[config.mk]
export PLATFORM = sky130hd
export DESIGN_NAME = uart_tx_fifo_flat
export DESIGN_NICKNAME = d
export VERILOG_FILES = /design/src/rtl/uart_pkg.sv /design/src/rtl/uart_tx_fifo_if.sv /design/src/rtl/sync_fifo_ram.sv /design/src/rtl/uart_tx_fifo.sv /design/src/flat_wrapper.sv
export SDC_FILE = /design/constraint.sdc
export NUM_CORES = 1
export LEC_CHECK = 0
export ABC_AREA = 1
export BUFFER_PORTS_ARGS = -buffer_cell sky130_fd_sc_hd__buf_2
export CORE_MARGIN = 2
export CORE_UTILIZATION = 35
export CTS_BUF_LIST = sky130_fd_sc_hd__clkbuf_4 sky130_fd_sc_hd__clkbuf_8 sky130_fd_sc_hd__clkbuf_16
export DETAILED_ROUTE_END_ITERATION = 16
export GPL_ROUTABILITY_DRIVEN = 0
export PLACE_DENSITY_LB_ADDON = 0.3
export SETUP_SLACK_MARGIN = 0.4
export SLEW_MARGIN = 20
export SYNTH_ARGS = -nofsm -noshare
export SYNTH_HDL_FRONTEND = slang
export SYNTH_SLANG_ARGS = --single-unit
[constraint.sdc]
create_clock -name CLK -period 2.4 [get_ports CLK]
set_clock_uncertainty 0.05 [all_clocks]
set_input_delay 0.12 -clock CLK [delete_from_list [all_inputs] [get_ports CLK]]
set_output_delay 0.12 -clock CLK [all_outputs]
set_load 0.05 [all_outputs]
[src/rtl/uart_pkg.sv]
// Shared UART definitions: byte width and the launcher FSM state encoding.
package uart_pkg;

    localparam int UART_BYTE_W = 8;

    typedef enum logic [2:0] {
        IDLE,
        LAUNCH,
        WAIT_ACT,
        WAIT_DONE,
        GAP
    } tx_fifo_state_t;

endpackage : uart_pkg

[src/rtl/uart_tx_fifo_if.sv]
// Producer-side and UART_TX-side signals of the byte launcher.
// The launcher connects through the slave modport. The producer plus UART_TX
// (or a bench) connects through the master modport.
interface uart_tx_fifo_if
    import uart_pkg::*;
#(
    parameter int DEPTH = 16,
    parameter int AW    = $clog2(DEPTH)
);

    // Producer side
    logic                   i_Wr_DV;
    logic [UART_BYTE_W-1:0] i_Wr_Byte;
    logic                   o_Full;
    logic                   o_Empty;
    logic [AW:0]            o_Count;
    logic                   o_Overflow;
    logic                   i_Clr_Ovf;

    // UART_TX side
    logic                   o_TX_DV;
    logic [UART_BYTE_W-1:0] o_TX_Byte;
    logic                   i_TX_Active;
    logic                   i_TX_Done;
    logic                   o_Busy;

    modport slave (
        input  i_Wr_DV, i_Wr_Byte, i_Clr_Ovf, i_TX_Active, i_TX_Done,
        output o_Full, o_Empty, o_Count, o_Overflow, o_TX_DV, o_TX_Byte, o_Busy
    );

    modport master (
        output i_Wr_DV, i_Wr_Byte, i_Clr_Ovf, i_TX_Active, i_TX_Done,
        input  o_Full, o_Empty, o_Count, o_Overflow, o_TX_DV, o_TX_Byte, o_Busy
    );

endinterface : uart_tx_fifo_if

[src/rtl/sync_fifo_ram.sv]
// DEPTH x W storage for the launcher FIFO.
// It has one synchronous write port and one combinational read port.
module sync_fifo_ram
    import uart_pkg::*;
#(
    parameter int DEPTH = 16,
    parameter int AW    = $clog2(DEPTH),
    parameter int W     = UART_BYTE_W
) (
    input  logic          clk,
    input  logic          wr_en,
    input  logic [AW-1:0] wr_addr,
    input  logic [W-1:0]  wr_data,
    input  logic [AW-1:0] rd_addr,
    output logic [W-1:0]  rd_data
);

    logic [W-1:0] mem [DEPTH];

    // Store the incoming byte at the write pointer.
    // NOTE: the array deliberately has no reset. The pointers and count define which entries are valid,
    // and leaving the storage unreset lets it map onto plain RAM.
    always_ff @(posedge clk) begin
        if (wr_en) begin
            mem[wr_addr] <= wr_data;
        end
    end

    assign rd_data = mem[rd_addr];

endmodule : sync_fifo_ram

[src/rtl/uart_tx_fifo.sv]
// Byte FIFO and launcher placed upstream of UART_TX.
// It queues producer bytes and hands them to UART_TX one frame at a time.
// Each hand-off is paced by UART_TX's active and done handshakes.
module uart_tx_fifo
    import uart_pkg::*;
#(
    parameter int DEPTH = 16,
    parameter int AW    = $clog2(DEPTH)
) (
    input logic           CLK,
    input logic           RST_N,
    uart_tx_fifo_if.slave bus
);

    // Pointers, occupancy and sticky overflow flag
    logic [AW-1:0]          wptr_q, wptr_d;
    logic [AW-1:0]          rptr_q, rptr_d;
    logic [AW:0]            count_q, count_d;
    logic                   ovf_q, ovf_d;

    // Launcher FSM and its registered outputs
    tx_fifo_state_t         state_q, state_d;
    logic                   tx_dv_q, tx_dv_d;
    logic [UART_BYTE_W-1:0] tx_byte_q, tx_byte_d;

    logic                   full;
    logic                   empty;
    logic                   wr_accept;
    logic                   wr_drop;
    logic                   pop;
    logic [UART_BYTE_W-1:0] rd_data;

    // Full and empty come from the registered count.
    // A write in the same cycle as a pop is still dropped when the FIFO is full.
    assign full      = (count_q == (AW+1)'(DEPTH));
    assign empty     = (count_q == '0);
    assign wr_accept = bus.i_Wr_DV && !full;
    assign wr_drop   = bus.i_Wr_DV && full;

    sync_fifo_ram #(
        .DEPTH (DEPTH),
        .AW    (AW),
        .W     (UART_BYTE_W)
    ) u_ram (
        .clk     (CLK),
        .wr_en   (wr_accept),
        .wr_addr (wptr_q),
        .wr_data (bus.i_Wr_Byte),
        .rd_addr (rptr_q),
        .rd_data (rd_data)
    );

    // Launcher next-state and output logic.
    // A pop happens only on the IDLE->LAUNCH transition.
    // NOTE: every signal gets a default before the case statement, so no path leaves one unassigned
    // and no latch is inferred.
    always_comb begin
        state_d   = state_q;
        tx_dv_d   = 1'b0;
        tx_byte_d = tx_byte_q;
        pop       = 1'b0;
        unique case (state_q)
            IDLE: begin
                if (!empty) begin
                    state_d   = LAUNCH;
                    tx_dv_d   = 1'b1;
                    tx_byte_d = rd_data;
                    pop       = 1'b1;
                end
            end
            LAUNCH: begin
                state_d = WAIT_ACT;
            end
            WAIT_ACT: begin
                // A frame short enough to finish before Active is seen still ends cleanly.
                if (bus.i_TX_Done) begin
                    state_d = GAP;
                end else if (bus.i_TX_Active) begin
                    state_d = WAIT_DONE;
                end
            end
            WAIT_DONE: begin
                if (bus.i_TX_Done) begin
                    state_d = GAP;
                end
            end
            GAP: begin
                state_d = IDLE;
            end
            default: begin
                state_d = IDLE;
            end
        endcase
    end

    // Pointer, count and overflow-flag updates.
    // When a write is dropped in the same cycle as a clear, setting the flag wins.
    always_comb begin
        wptr_d  = wptr_q + AW'(wr_accept);
        rptr_d  = rptr_q + AW'(pop);
        count_d = count_q + (AW+1)'(wr_accept) - (AW+1)'(pop);
        ovf_d   = ovf_q;
        if (wr_drop) begin
            ovf_d = 1'b1;
        end else if (bus.i_Clr_Ovf) begin
            ovf_d = 1'b0;
        end
    end

    // State register.
    // Reset discards queued bytes and abandons any frame in flight.
    // NOTE: use non-blocking assignments for every flop, so that all of them sample their
    // pre-edge inputs together.
    always_ff @(posedge CLK or negedge RST_N) begin
        if (!RST_N) begin
            wptr_q    <= '0;
            rptr_q    <= '0;
            count_q   <= '0;
            ovf_q     <= 1'b0;
            state_q   <= IDLE;
            tx_dv_q   <= 1'b0;
            tx_byte_q <= '0;
        end else begin
            wptr_q    <= wptr_d;
            rptr_q    <= rptr_d;
            count_q   <= count_d;
            ovf_q     <= ovf_d;
            state_q   <= state_d;
            tx_dv_q   <= tx_dv_d;
            tx_byte_q <= tx_byte_d;
        end
    end

    assign bus.o_Full     = full;
    assign bus.o_Empty    = empty;
    assign bus.o_Count    = count_q;
    assign bus.o_Overflow = ovf_q;
    assign bus.o_TX_DV    = tx_dv_q;
    assign bus.o_TX_Byte  = tx_byte_q;
    assign bus.o_Busy     = (state_q != IDLE);

endmodule : uart_tx_fifo

[src/flat_wrapper.sv]
// flat-port wrapper written by rule: the top's interface ports become plain ports
module uart_tx_fifo_flat import uart_pkg::*;
#(
    parameter int DEPTH = 16,
    parameter int AW    = $clog2(DEPTH)
)
  (CLK, RST_N, bus_i_Wr_DV, bus_i_Wr_Byte, bus_i_Clr_Ovf, bus_i_TX_Active, bus_i_TX_Done, bus_o_Full, bus_o_Empty, bus_o_Count, bus_o_Overflow, bus_o_TX_DV, bus_o_TX_Byte, bus_o_Busy);
  uart_tx_fifo_if #(.DEPTH(DEPTH), .AW(AW)) bus_i ();
  input logic CLK;
  input logic RST_N;
  input wire logic [$bits(bus_i.i_Wr_DV)-1:0] bus_i_Wr_DV;
  input wire logic [$bits(bus_i.i_Wr_Byte)-1:0] bus_i_Wr_Byte;
  input wire logic [$bits(bus_i.i_Clr_Ovf)-1:0] bus_i_Clr_Ovf;
  input wire logic [$bits(bus_i.i_TX_Active)-1:0] bus_i_TX_Active;
  input wire logic [$bits(bus_i.i_TX_Done)-1:0] bus_i_TX_Done;
  output wire logic [$bits(bus_i.o_Full)-1:0] bus_o_Full;
  output wire logic [$bits(bus_i.o_Empty)-1:0] bus_o_Empty;
  output wire logic [$bits(bus_i.o_Count)-1:0] bus_o_Count;
  output wire logic [$bits(bus_i.o_Overflow)-1:0] bus_o_Overflow;
  output wire logic [$bits(bus_i.o_TX_DV)-1:0] bus_o_TX_DV;
  output wire logic [$bits(bus_i.o_TX_Byte)-1:0] bus_o_TX_Byte;
  output wire logic [$bits(bus_i.o_Busy)-1:0] bus_o_Busy;
  assign bus_i.i_Wr_DV = bus_i_Wr_DV;
  assign bus_i.i_Wr_Byte = bus_i_Wr_Byte;
  assign bus_i.i_Clr_Ovf = bus_i_Clr_Ovf;
  assign bus_i.i_TX_Active = bus_i_TX_Active;
  assign bus_i.i_TX_Done = bus_i_TX_Done;
  assign bus_o_Full = bus_i.o_Full;
  assign bus_o_Empty = bus_i.o_Empty;
  assign bus_o_Count = bus_i.o_Count;
  assign bus_o_Overflow = bus_i.o_Overflow;
  assign bus_o_TX_DV = bus_i.o_TX_DV;
  assign bus_o_TX_Byte = bus_i.o_TX_Byte;
  assign bus_o_Busy = bus_i.o_Busy;
  uart_tx_fifo #(.DEPTH(DEPTH), .AW(AW)) u_core (.CLK(CLK), .RST_N(RST_N), .bus(bus_i));
endmodule
After elaboration in Yosys (flattened, before gate mapping) --
Memory sizes are Yosys's and may differ from the RTL's. A register that Yosys moved wholly into a read port is not among the register bits. Index checks and enable logic that the tools add are counted. W data, S select, Z words.
Operators by class: add/subtract/negate cells 4, muxes and demuxes 11, bitwise gates (word level) 1, eq/ne operators 7, reductions and logical operators 10
Operator list (number):
- $mux W3 | 4
- $pmux W3 S4 | 1
- $add A4 B1 Y4 | 2
- $eq A3 B2 Y1 const B | 2
- $mux W1 | 6
- $add A5 B1 Y5 | 1
- $eq A5 B5 Y1 const B | 1
- $logic_not A5 Y1 | 1
- $sub A5 B1 Y5 | 1
- $ne A2 B2 Y1 const B | 2
- $eq A3 B1 Y1 const B | 1
- $logic_not A3 Y1 | 1
- $ne A3 B3 Y1 const B | 1
- $reduce_and A3 Y1 | 1
- $reduce_bool A3 Y1 | 1
- $logic_and A1 B1 Y1 | 2
- $logic_not A1 Y1 | 2
- $reduce_and A2 Y1 | 1
- $reduce_bool A2 Y1 | 1
- $not A1 Y1 | 1
Word-level totals: word-level logic and storage cells 40, output and inout port bits 18, flip-flop bits (word level) 18, memory bits (writable) 128, memories 1
Memories:
- u_core.u_ram.mem | words 16, bits a word 8, rd ports 1, clocked after memory_dff 1, write ports 1, RTL line sync_fifo_ram.sv:18 | logic [W-1:0] mem [DEPTH];

Logic depth before layout (Yosys ltp) --
Gate-level depths: netlist of the first run.
depth in word-level cells 5, depth in mapped cells 15

Modules after synthesis --
Synthesis of the first run repeated with hierarchy kept, for this count alone.
Unflattened totals: cell total of the unflattened synthesis 678, area total of the unflattened synthesis 6864.1 µm²
By module, submodules not included:
- sync_fifo_ram | cells each 543, area each 5606.6 µm², seq. area each 3843.7 µm², times used 1
- uart_tx_fifo | cells each 135, area each 1257.5 µm², seq. area each 650.6 µm², times used 1

Worst setup path before layout of the first run --
No wires, ideal clock.
kind reg2reg, start point register u_core.count_q[3] (netlist: u_core.bus.o_Count[3]), end point register u_core.count_q[4] (netlist: u_core.bus.o_Count[4]), setup time 0.128 ns, data arrival time 3.307 ns, path slack -1.085 ns, cell stages (with the launch flop) 16, period minus slack after synthesis 3.485 ns, data required time 2.222 ns, cells stage by stage dfrtp_1 inv_1 ha_1 nand3_1 nor2_1 inv_1 nand2_2 inv_2 ha_1 inv_1 ha_1 inv_1 fa_1 o21ai_0 a21oi_1 xor2_1
Between the ends: elaborated cells on any way between the ends 8
RTL lines:
- start: declaration | RTL line uart_tx_fifo.sv:18 | logic [AW:0] count_q, count_d;
- start signal: assignment | RTL line uart_tx_fifo.sv:126 | count_q <= count_d;
- $logic_not A5 Y1 | RTL line uart_tx_fifo.sv:36 | assign empty = (count_q == '0);
- named net bus_o_Empty | RTL line flat_wrapper.sv:17 | output wire logic [$bits(bus_i.o_Empty)-1:0] bus_o_Empty;
- $mux W1 | RTL line uart_tx_fifo.sv:64 | if (!empty) begin
- $mux W1 | RTL line uart_tx_fifo.sv:62 | unique case (state_q)
- named net u_core.pop | RTL line uart_tx_fifo.sv:30 | logic pop;
- $sub A5 B1 Y5 | RTL line uart_tx_fifo.sv:101 | count_d = count_q + (AW+1)'(wr_accept) - (AW+1)'(pop);
- named net u_core.count_d[4] | RTL line uart_tx_fifo.sv:18
The timed path passes the listed nets, and every way through them passes these cells. A chain may end at the register's enable or synchronous reset.

Final worst setup path of the first run --
start point register u_core.count_q[2] (netlist: u_core.bus.o_Count[2]), end point register u_core.count_q[2] (netlist: u_core.bus.o_Count[2])
Between the ends: elaborated cells on any way between the ends 8
RTL lines (RTL line):
- $logic_not A5 Y1 | uart_tx_fifo.sv:36
- $mux W1 | uart_tx_fifo.sv:64
- $mux W1 | uart_tx_fifo.sv:62
- named net u_core.pop | uart_tx_fifo.sv:30
- $sub A5 B1 Y5 | uart_tx_fifo.sv:101
- named net u_core.count_d[2] | uart_tx_fifo.sv:18
The timed path passes the listed nets, and every way through them passes these cells.

==> flow_summary.yaml, run 1 <==
detailed_routing:
  drt.antenna.violating_nets: 0
  avgRoutedWirePerCell_um: 15.5
  drtIter0Drc: 327
  wl_um: 15300
  vias: 4417
  dr.pass1.iters: 5
  drc: 0
  vias_per_cell: 4.48
die:
  die_h_um: 143
  start_util_pct: 36.0
  row_count: 50
  die_area_sq_um: 20500
  ios: 32
  core_area_sq_um: 18800
  fp.dieW_um: 143
yosys:
  synth.top_cells.by_count: "nand2_1, edfxtp_1, inv_1"
  netlist_top_cells_area: "edfxtp_1, nand2_1, dfrtp_1"
  synth.top_cell.area_share_pct: 56.8
  netlist_area_sq_um: 6770
  synthFlopType: "edfxtp_1"
  synth.most_common_cell: "nand2_1"
  synth-seq-cells: 154
  ys_warn_count: 0
  yosys.area.top_type: "edfxtp_1"
  synth-edff-count: 128
  syn_avg_cell_area_sq_um: 10.3
  synthCells: 658
  syn_nets: 683
  synth_cell_types: 23
  async_reset_ff_share_pct: 16.9
  ys_seq_area_share_pct: 66.4
grt:
  grt_max_degree: 66
  grt_pass1_wl_um: 24000
  grt_usage_pct: 16.1
  antenna_found_initial: 0
  grt_pass1_vias: 4466
  grt_overflow_total: 0
place:
  dpl_cell_area_sq_um: 7260
  port_buffers: 31
  hpwlAfterDp_um: 9800
clock_tree:
  numCtsBuffers: 17
  clkLatencyLatePin_ns: 0.43
  cts_tree: "yes"
  path_clk_slew_ns: 0.06
  numClockSinks: 154
  cts_root_buffer: "clkbuf_16"
  cts_buffer_depth: 2
  cts_htree_levels: 4
worst_setup_path:
  r2r_setup_slack_ns: 0.14
  end_kind: "register"
  crit_type: "reg -> reg"
  cp_max_fo: 2
  start_kind: "register"
  arrival_ns: 2.52
  cp.required_ns: 2.67
cells_and_area:
  regArea_sq_um: 4500
  syn2layout_area_growth_pct: 19.7
  multiInputGateArea_sq_um: 1820
  final_cell_area_sq_um: 8100
  drive_gt1_share_pct: 17.5
  diodes: 0
  fillers: 1782
  final_core_util_pct: 43.0
  final_nets: 739
power_and_ir_drop:
  powerDensity_nw_per_um2: 1260
  leakagePower_nw: 3.54
  finalPower_w: 0.0102
  max-vdd-ir-drop_uv: 593
sta:
  worst_pin_slew_ns: 0.691
  rsz0062_at_grt: "true"
  fin_tns_setup_ns: 0
  finalMaxSlewViolations: 0
  hold_viol_final: 0
  setup_viol: 0
  whs_ns: 0.0624
  slew_headroom_pct: 53.9
  max_freq_ghz: 0.443
  fin_crit_sh_pct: 94.0
  fin_crit_ns: 2.26
run:
  cap_violations: 0
status:
  outcome: "completed"
worst_hold_path:
  hold_path_class: "in -> reg"
==> cells in the final DEF, fill, tap and decap left out, types with 2 or more instances in the layout <==
master,Yosys,final
buf_4,0,19
nor2_2,0,2
clkinvlp_4,0,2
clkbuf_4,0,5
ha_4,0,3
nand3_1,104,103
buf_6,8,4
dfrtp_1,26,21
clkbuf_16,0,17
dfrtp_2,0,5
buf_12,0,2
inv_2,3,7
dlygate4sd3_1,0,5
nor2_1,20,3
clkbuf_8,0,2
ha_1,10,7
nand2_1,200,200
xor2_1,7,7
clkinv_2,0,5
edfxtp_1,128,128
o21ai_1,1,2
inv_1,120,114
a21oi_1,3,3
buf_2,16,30
nor2_4,0,15
==> final cells by class <==
cell class,count,area share [%]
clock buffers,24,6.05
repair buffers,61,5.47
clock inverters,8,0.602
well taps,260,4.01
multi-input cells,356,22.5
flip-flops and latches,154,55.5
inverters,124,5.87
==> metal layers <==
layer | vias to the layer above | wire length [um] | track usage, %
li1 | 2217 | - | -
met1 | 2096 | 6700 | 19.9
met2 | 85 | 7870 | 27.9
met3 | 19 | 481 | 2.82
met4 | 0 | 265 | 6.31
met5 | - | 0 | 0
==> flip-flops by register name, summed over array words and instances (netlist names) <==
signal / cells
u_core.u_ram.mem: 128
u_core.bus.o_Count: 5
u_core.rptr_q: 4
u_core.bus.o_TX_DV: 1
u_core.bus.o_Overflow: 1
u_core.state_q: 3
u_core.bus.o_TX_Byte: 8
u_core.wptr_q: 4
==> worst max-delay path: stages, from the launching register on <==
cell and delay [ns]:
dfrtp_2 0.41, inv_2 0.08, ha_4 0.15, nand3_4 0.08
nor2_4 0.10, inv_2 0.05, nand2_4 0.08, inv_8 0.04
ha_4 0.21, inv_4 0.05, ha_4 0.12, inv_2 0.03
fa_2 0.35, buf_4 0.15, buf_6 0.10, xnor2_1 0.11
==> through the flow <==
step           worst slack [ns]  cells
2_1_floorplan            -0.297    658
3_3_place_gp             0.0770    933
3_5_place_dp             0.0265    933
4_1_cts                   0.148    984
5_1_grt                  0.0846    987
6_report                  0.145    987
==> power by group <==
group | internal, W | leakage (nW) | switching [W] | total (W)
Sequential | 0.00337 | 1.47 | 0.000226 | 0.00360
Combinational | 0.00132 | 1.80 | 0.00288 | 0.00419
Clock | 0.00142 | 0.271 | 0.00102 | 0.00244
Total | 0.00611 | 3.54 | 0.00412 | 0.0102
==> kinds of logic (layout without fill, tap and decap cells) <==
logic type	after synthesis	in the layout	synth area share (%)
flip-flops	154	154	66.4
XOR/XNOR	8	8	1.03
AO/OA/AOI/OAI	9	9	0.758
AND/OR/NAND/NOR	328	328	20.3
adder cells (fa/ha/maj)	11	11	2.14
buffers and inverters	148	217	9.39
==> repair_timing <==
action / 4_1_cts / 5_1_grt
hold buffers: 5 / 0
cloned: 0 / 0
endpoints found under the hold margin: 30 / 0
setup buffers: 14 / 3
resized for setup: 17 / 10
pin swaps: 6 / 1
setup endpoints to repair: 132 / 134
==> worst paths after layout <==
check,start,endpoint,cells past startpoint
min in group asynchronous,RST_N,u_core.bus.o_TX_Byte[1],2
hold / removal,bus_i_Wr_Byte[5],u_core.u_ram.mem[14][5],1
setup reg to reg,u_core.bus.o_Count[2],u_core.bus.o_Count[2],15
max in group asynchronous,RST_N,u_core.bus.o_Count[1],2
hold reg to reg,u_core.bus.o_TX_Byte[7],u_core.bus.o_TX_Byte[7],2
setup / recovery,u_core.bus.o_Count[2],u_core.bus.o_Count[2],15
No activity file was read; power rests on OpenSTA's default activity.
==> run 2: changes to the inputs <==
CORE_ASPECT_RATIO = 0.8   (was unset)
TNS_END_PERCENT = 50   (was unset)
==> flow_summary.yaml, run 2 (synthesis gave the netlist of run 1 again) <==
status:
  outcome: "completed"
die:
  core_area_sq_um: 19000
  start_util_pct: 35.7
  fp.dieW_um: 159
  die_h_um: 128
  ios: 32
  die_area_sq_um: 20500
  row_count: 45
power_and_ir_drop:
  power_frac_seq_pct: 34.6
  powerDensity_nw_per_um2: 1290
  switching_share_pct: 39.5
  power.internal_w: 0.00633
  p_comb_share_pct: 41.4
  leakagePower_nw: 3.56
  max-vdd-ir-drop_uv: 797
  clockPowerShare_pct: 24.0
  power_switching_w: 0.00413
sta:
  worst_slack_ns: 0.0749
  rsz0062_at_grt: "true"
  slew_headroom_pct: 58.6
  fin_crit_sh_pct: 96.9
  worst_pin_slew_ns: 0.620
  fin_tns_setup_ns: 0
  hold_viol_final: 0
  max_freq_ghz: 0.430
  fin_crit_ns: 2.33
  setup_viol: 0
  finalMaxSlewViolations: 0
grt:
  grt_max_degree: 66
  grt_pass1_wl_um: 23700
  grt_overflow_total: 0
  antenna_found_initial: 0
  grt_usage_pct: 15.5
  grt_pass1_vias: 4357
detailed_routing:
  wl_um: 15000
  drt.antenna.violating_nets: 0
  vias_per_cell: 4.46
  wl_met2_um: 7110
  drt-met1-wl_um: 6770
  maxUsedRoutingLayer: "met4"
  vias: 4408
  dr.pass1.iters: 4
  drtIter0Drc: 310
  dr_wl_met3_um: 930
  avgRoutedWirePerCell_um: 15.2
  drc: 0
cells_and_area:
  fillers: 1829
  diodes: 0
  final_common_cell: "nand2_1"
  final_core_util_pct: 42.8
  largest_reg_flops: 128
  final_cell_area_sq_um: 8120
  regArea_sq_um: 4500
  top_register: "u_core.u_ram.mem"
  final_nets: 742
  drive_gt1_share_pct: 16.7
  final_cell_mix: "nand2_1, edfxtp_1, inv_1, nand3_1, buf_2"
  syn2layout_area_growth_pct: 20.0
  multiInputGateArea_sq_um: 1820
worst_setup_path:
  arrival_ns: 2.58
  crit_slowest_cell: "dfrtp_2"
  crit_path_frequent_cell: "inv_2"
  cpPeakStageDelay_ns: 0.41
  startpoint: "u_core.bus.o_Count[2]"
  crit_type: "reg -> reg"
  r2r_start: "u_core.bus.o_Count[2]"
  crit_chain: "inv_2, ha_4, nand3_4, nor2_4, inv_2, nand2_4, inv_8, ha_4, inv_2, ha_4, inv_2, fa_2, o21ai_2, a21oi_2, xor2_1"
  cp_max_fo: 2
  start_kind: "register"
  cp.required_ns: 2.65
  end_kind: "register"
run:
  cap_violations: 0
clock_tree:
  numCtsBuffers: 17
  clkLatencyLatePin_ns: 0.42
  path_clk_slew_ns: 0.06
  cts_root_buffer: "clkbuf_16"
  cts_htree_levels: 4
  numClockSinks: 154
  cts_tree: "yes"
  cts_buffer_depth: 2
place:
  dpl_cell_area_sq_um: 7310
  post-place-ws_ns: 0.0168
  hpwlAfterDp_um: 9260
  port_buffers: 31
worst_hold_path:
  hold_start: "bus_i_Wr_Byte[7]"
  hold_path_class: "in -> reg"
## run 2: cell types whose count changed in the layout (fill, tap and decap cells not counted), moves of 2 or more
cell | before | now
a21oi_1 | 3 | 1
buf_4 | 19 | 22
bufinv_16 | 0 | 2
clkbuf_4 | 5 | 2
clkbuf_8 | 2 | 0
clkinv_1 | 1 | 8
clkinv_2 | 5 | 3
ha_1 | 7 | 5
ha_4 | 3 | 5
inv_2 | 7 | 9
nor2_1 | 3 | 12
nor2_2 | 2 | 0
nor2_4 | 15 | 8
## run 2: routing by layer
metal	global-route usage, %	up-vias
li1	-	2226
met1	21.2	2062
met2	24.5	102
met3	4.09	18
met4	4.49	0
met5	0	-
## run 2: per-stage QoR
step	power (W)	instances	hold slack [ns]
5_1_grt	0.0111	988	0.0702
6_report	0.0105	988	0.0702
4_1_cts	0.0103	985	0.0655
3_3_place_gp	0.00753	939	0.123
3_5_place_dp	0.00756	939	0.114
2_1_floorplan	0.00653	658	-0.226
## run 2: layout make-up
cell class                 count  share of cell area (%)
clock buffer                  19                    5.42
clock inverter                13                    1.34
inverter                     124                    5.82
multi-input combinational    356                    22.4
sequential                   154                    55.4
tap                          258                    3.97
timing repair buffer          64                    5.65
## run 2: worst paths after layout
kind                                                end  slack [ns]  cells after the start
worst min register to register  u_core.bus.o_TX_Byte[5]        0.43                      2
max in group asynchronous              u_core.rptr_q[0]        1.65                      2
worst min-delay path             u_core.u_ram.mem[6][7]        0.07                      1
worst max register to register    u_core.bus.o_Count[4]        0.07                     15
worst max-delay path              u_core.bus.o_Count[4]        0.07                     15
min in group asynchronous             u_core.state_q[0]        0.20                      2
## run 2: repair_timing
action                                  4_1_cts  5_1_grt
hold endpoints to repair                     30        0
hold buffers                                  5        0
pin swaps                                     5        8
endpoints found under the setup margin       63      134
gates resized for setup                       6       21
setup buffers                                 9        3
## run 2: power groups by stage
stage | Sequential, W | Combinational, W | Clock [W]
global placement | 0.00365 | 0.00388 | 0
detailed placement | 0.00366 | 0.00390 | 0
floorplan | 0.00401 | 0.00251 | 0
finish | 0.00361 | 0.00433 | 0.00251
global route | 0.00366 | 0.00481 | 0.00266
CTS | 0.00361 | 0.00409 | 0.00256
## run 2: worst max-delay path: cells and delay by family (launching register included)
family | cells | cell delay (ns)
adder cells (fa/ha/maj) | 4 | 0.83
flip-flops | 1 | 0.41
AND/OR/NAND/NOR | 3 | 0.30
buffers and inverters | 5 | 0.27
AO/OA/AOI/OAI | 2 | 0.21
XOR/XNOR | 1 | 0.13
==> run 3: changes to the inputs <==
RECOVER_POWER = 50   (was unset)
==> flow_summary.yaml, run 3 (synthesis gave the netlist of run 1 again) <==
cells_and_area:
  regArea_sq_um: 4500
  multiInputGateArea_sq_um: 1820
  syn2layout_area_growth_pct: 19.7
  finalNonFillerCells: 988
  final_nets: 742
  diodes: 0
  final_cell_mix: "nand2_1, edfxtp_1, inv_1, nand3_1, buf_4"
  largest_reg_flops: 128
  final_common_cell: "nand2_1"
  fillers: 1834
  top_register: "u_core.u_ram.mem"
  drive_gt1_share_pct: 14.5
  final_core_util_pct: 42.7
die:
  die_h_um: 128
  row_count: 45
  core_area_sq_um: 19000
  die_area_sq_um: 20500
  ios: 32
  fp.dieW_um: 159
  start_util_pct: 35.7
clock_tree:
  cts_root_buffer: "clkbuf_16"
  clkLatencyLatePin_ns: 0.42
  cts_tree: "yes"
  cts_htree_levels: 4
  numCtsBuffers: 17
  path_clk_slew_ns: 0.06
  cts_buffer_depth: 2
  numClockSinks: 154
sta:
  whs_ns: 0.110
  hold_viol_final: 0
  rsz0062_at_grt: "true"
  fin_crit_ns: 2.32
  fin_crit_sh_pct: 96.9
  worst_pin_slew_ns: 1.50
  finalMaxSlewViolations: 26
  setup_viol: 0
  max_freq_ghz: 0.430
  slew_headroom_pct: -0.0468
worst_setup_path:
  crit_path_frequent_cell: "inv_2"
  crit_slowest_cell: "dfrtp_2"
  cpLargestDelayFamily: "adder cells"
  crit_chain: "inv_2, ha_4, nand3_4, nor2_4, inv_2, nand2_4, inv_8, ha_4, inv_2, ha_4, inv_2, fa_2, o21ai_2, a21oi_2, xor2_1"
  cp.required_ns: 2.66
  critPathBufInv: 5
  end_kind: "register"
  cpPeakStageDelay_ns: 0.41
  cp_max_fo: 2
  start_kind: "register"
  crit_type: "reg -> reg"
  arrival_ns: 2.58
detailed_routing:
  drtIter0Drc: 326
  drc: 0
  vias_per_cell: 4.42
  wl_um: 15100
  dr.pass1.iters: 4
  drt.antenna.violating_nets: 0
  vias: 4369
  avgRoutedWirePerCell_um: 15.3
status:
  violations: "capacitance limit, slew limit"
  outcome: "finished with violations"
grt:
  grt_use_met1_pct: 21.2
  grt_overflow_total: 0
  grt_usage_pct: 15.5
  met2_usage_pct: 24.5
  antenna_found_initial: 0
  grt_busiest_layer: "met2"
  grt_max_degree: 66
  grt_pass1_vias: 4357
  grt_pass1_wl_um: 23700
  grtUsageMet3_pct: 4.09
power_and_ir_drop:
  powerDensity_nw_per_um2: 1290
  clockPowerShare_pct: 24.1
  max-vdd-ir-drop_uv: 806
  p_comb_share_pct: 41.3
  power_switching_w: 0.00416
  power_frac_seq_pct: 34.6
  finalPower_w: 0.0105
  power.internal_w: 0.00631
  leakagePower_nw: 3.52
  switching_share_pct: 39.7
run:
  cap_violations: 1
place:
  dp_cells: 939
  hpwlAfterDp_um: 9260
  port_buffers: 31
worst_hold_path:
  hold_path_class: "in -> reg"
## run 3: worst min-delay path: stages
cell and delay (ns):
buf_2 0.09, nand2_1 0.06, inv_2 0.14, ha_1 0.14
## run 3: path summary, 6_finish.rpt
| path | slack, ns | start | end | cells after the start |
|---|---|---|---|---|
| max | 0.08 | u_core.bus.o_Count[2] | u_core.bus.o_Count[4] | 15 |
| min | 0.11 | bus_i_Wr_DV | u_core.wptr_q[0] | 4 |
| max reg2reg | 0.08 | u_core.bus.o_Count[2] | u_core.bus.o_Count[4] | 15 |
| min reg2reg | 0.43 | u_core.bus.o_TX_Byte[5] | u_core.bus.o_TX_Byte[5] | 2 |
| max in group asynchronous | 0.76 | RST_N | u_core.rptr_q[0] | 2 |
| min in group asynchronous | 0.56 | RST_N | u_core.state_q[0] | 2 |
## run 3: timing repair
| action | in CTS | in global routing |
|---|---|---|
| hold buffers | 5 | 0 |
| hold endpoints to repair | 30 | 0 |
| buffers inserted | 9 | 3 |
| gates resized for setup | 6 | 21 |
| endpoints found under the setup margin | 63 | 134 |
| pin swaps | 5 | 8 |
## run 3: layout make-up
class                   instances  area share [%]
clock buffers                  19            5.44
clock inverters                13            1.34
inverters                     124            5.84
multi-input cells             356            22.4
flip-flops and latches        154            55.5
well taps                     258            3.98
repair buffers                 64            5.42
## run 3: power groups by stage
stage / Sequential, W / Combinational [W] / Clock [W]
6_report: 0.00362 / 0.00432 / 0.00252
5_1_grt: 0.00366 / 0.00479 / 0.00266
4_1_cts: 0.00361 / 0.00409 / 0.00256
3_5_place_dp: 0.00366 / 0.00390 / 0
3_3_place_gp: 0.00365 / 0.00388 / 0
2_1_floorplan: 0.00401 / 0.00251 / 0
## run 3: per-layer routing
layer / vias to the layer above / share of wire, %
met2: 68 / 47
met3: 16 / 4.2
met5: - / 0
met1: 2058 / 48
met4: 0 / 1.1
li1: 2227 / -
## run 3: per-stage QoR
step / instance area, sq um / TNS (ns) / setup WS (ns)
global placement: 7310 / 0 / 0.0415
global route: 8100 / -0.0294 / -0.0294
finish: 8100 / 0 / 0.0751
floorplan: 6860 / -0.529 / -0.297
CTS: 8010 / 0 / 0.111
detailed placement: 7310 / 0 / 0.0168
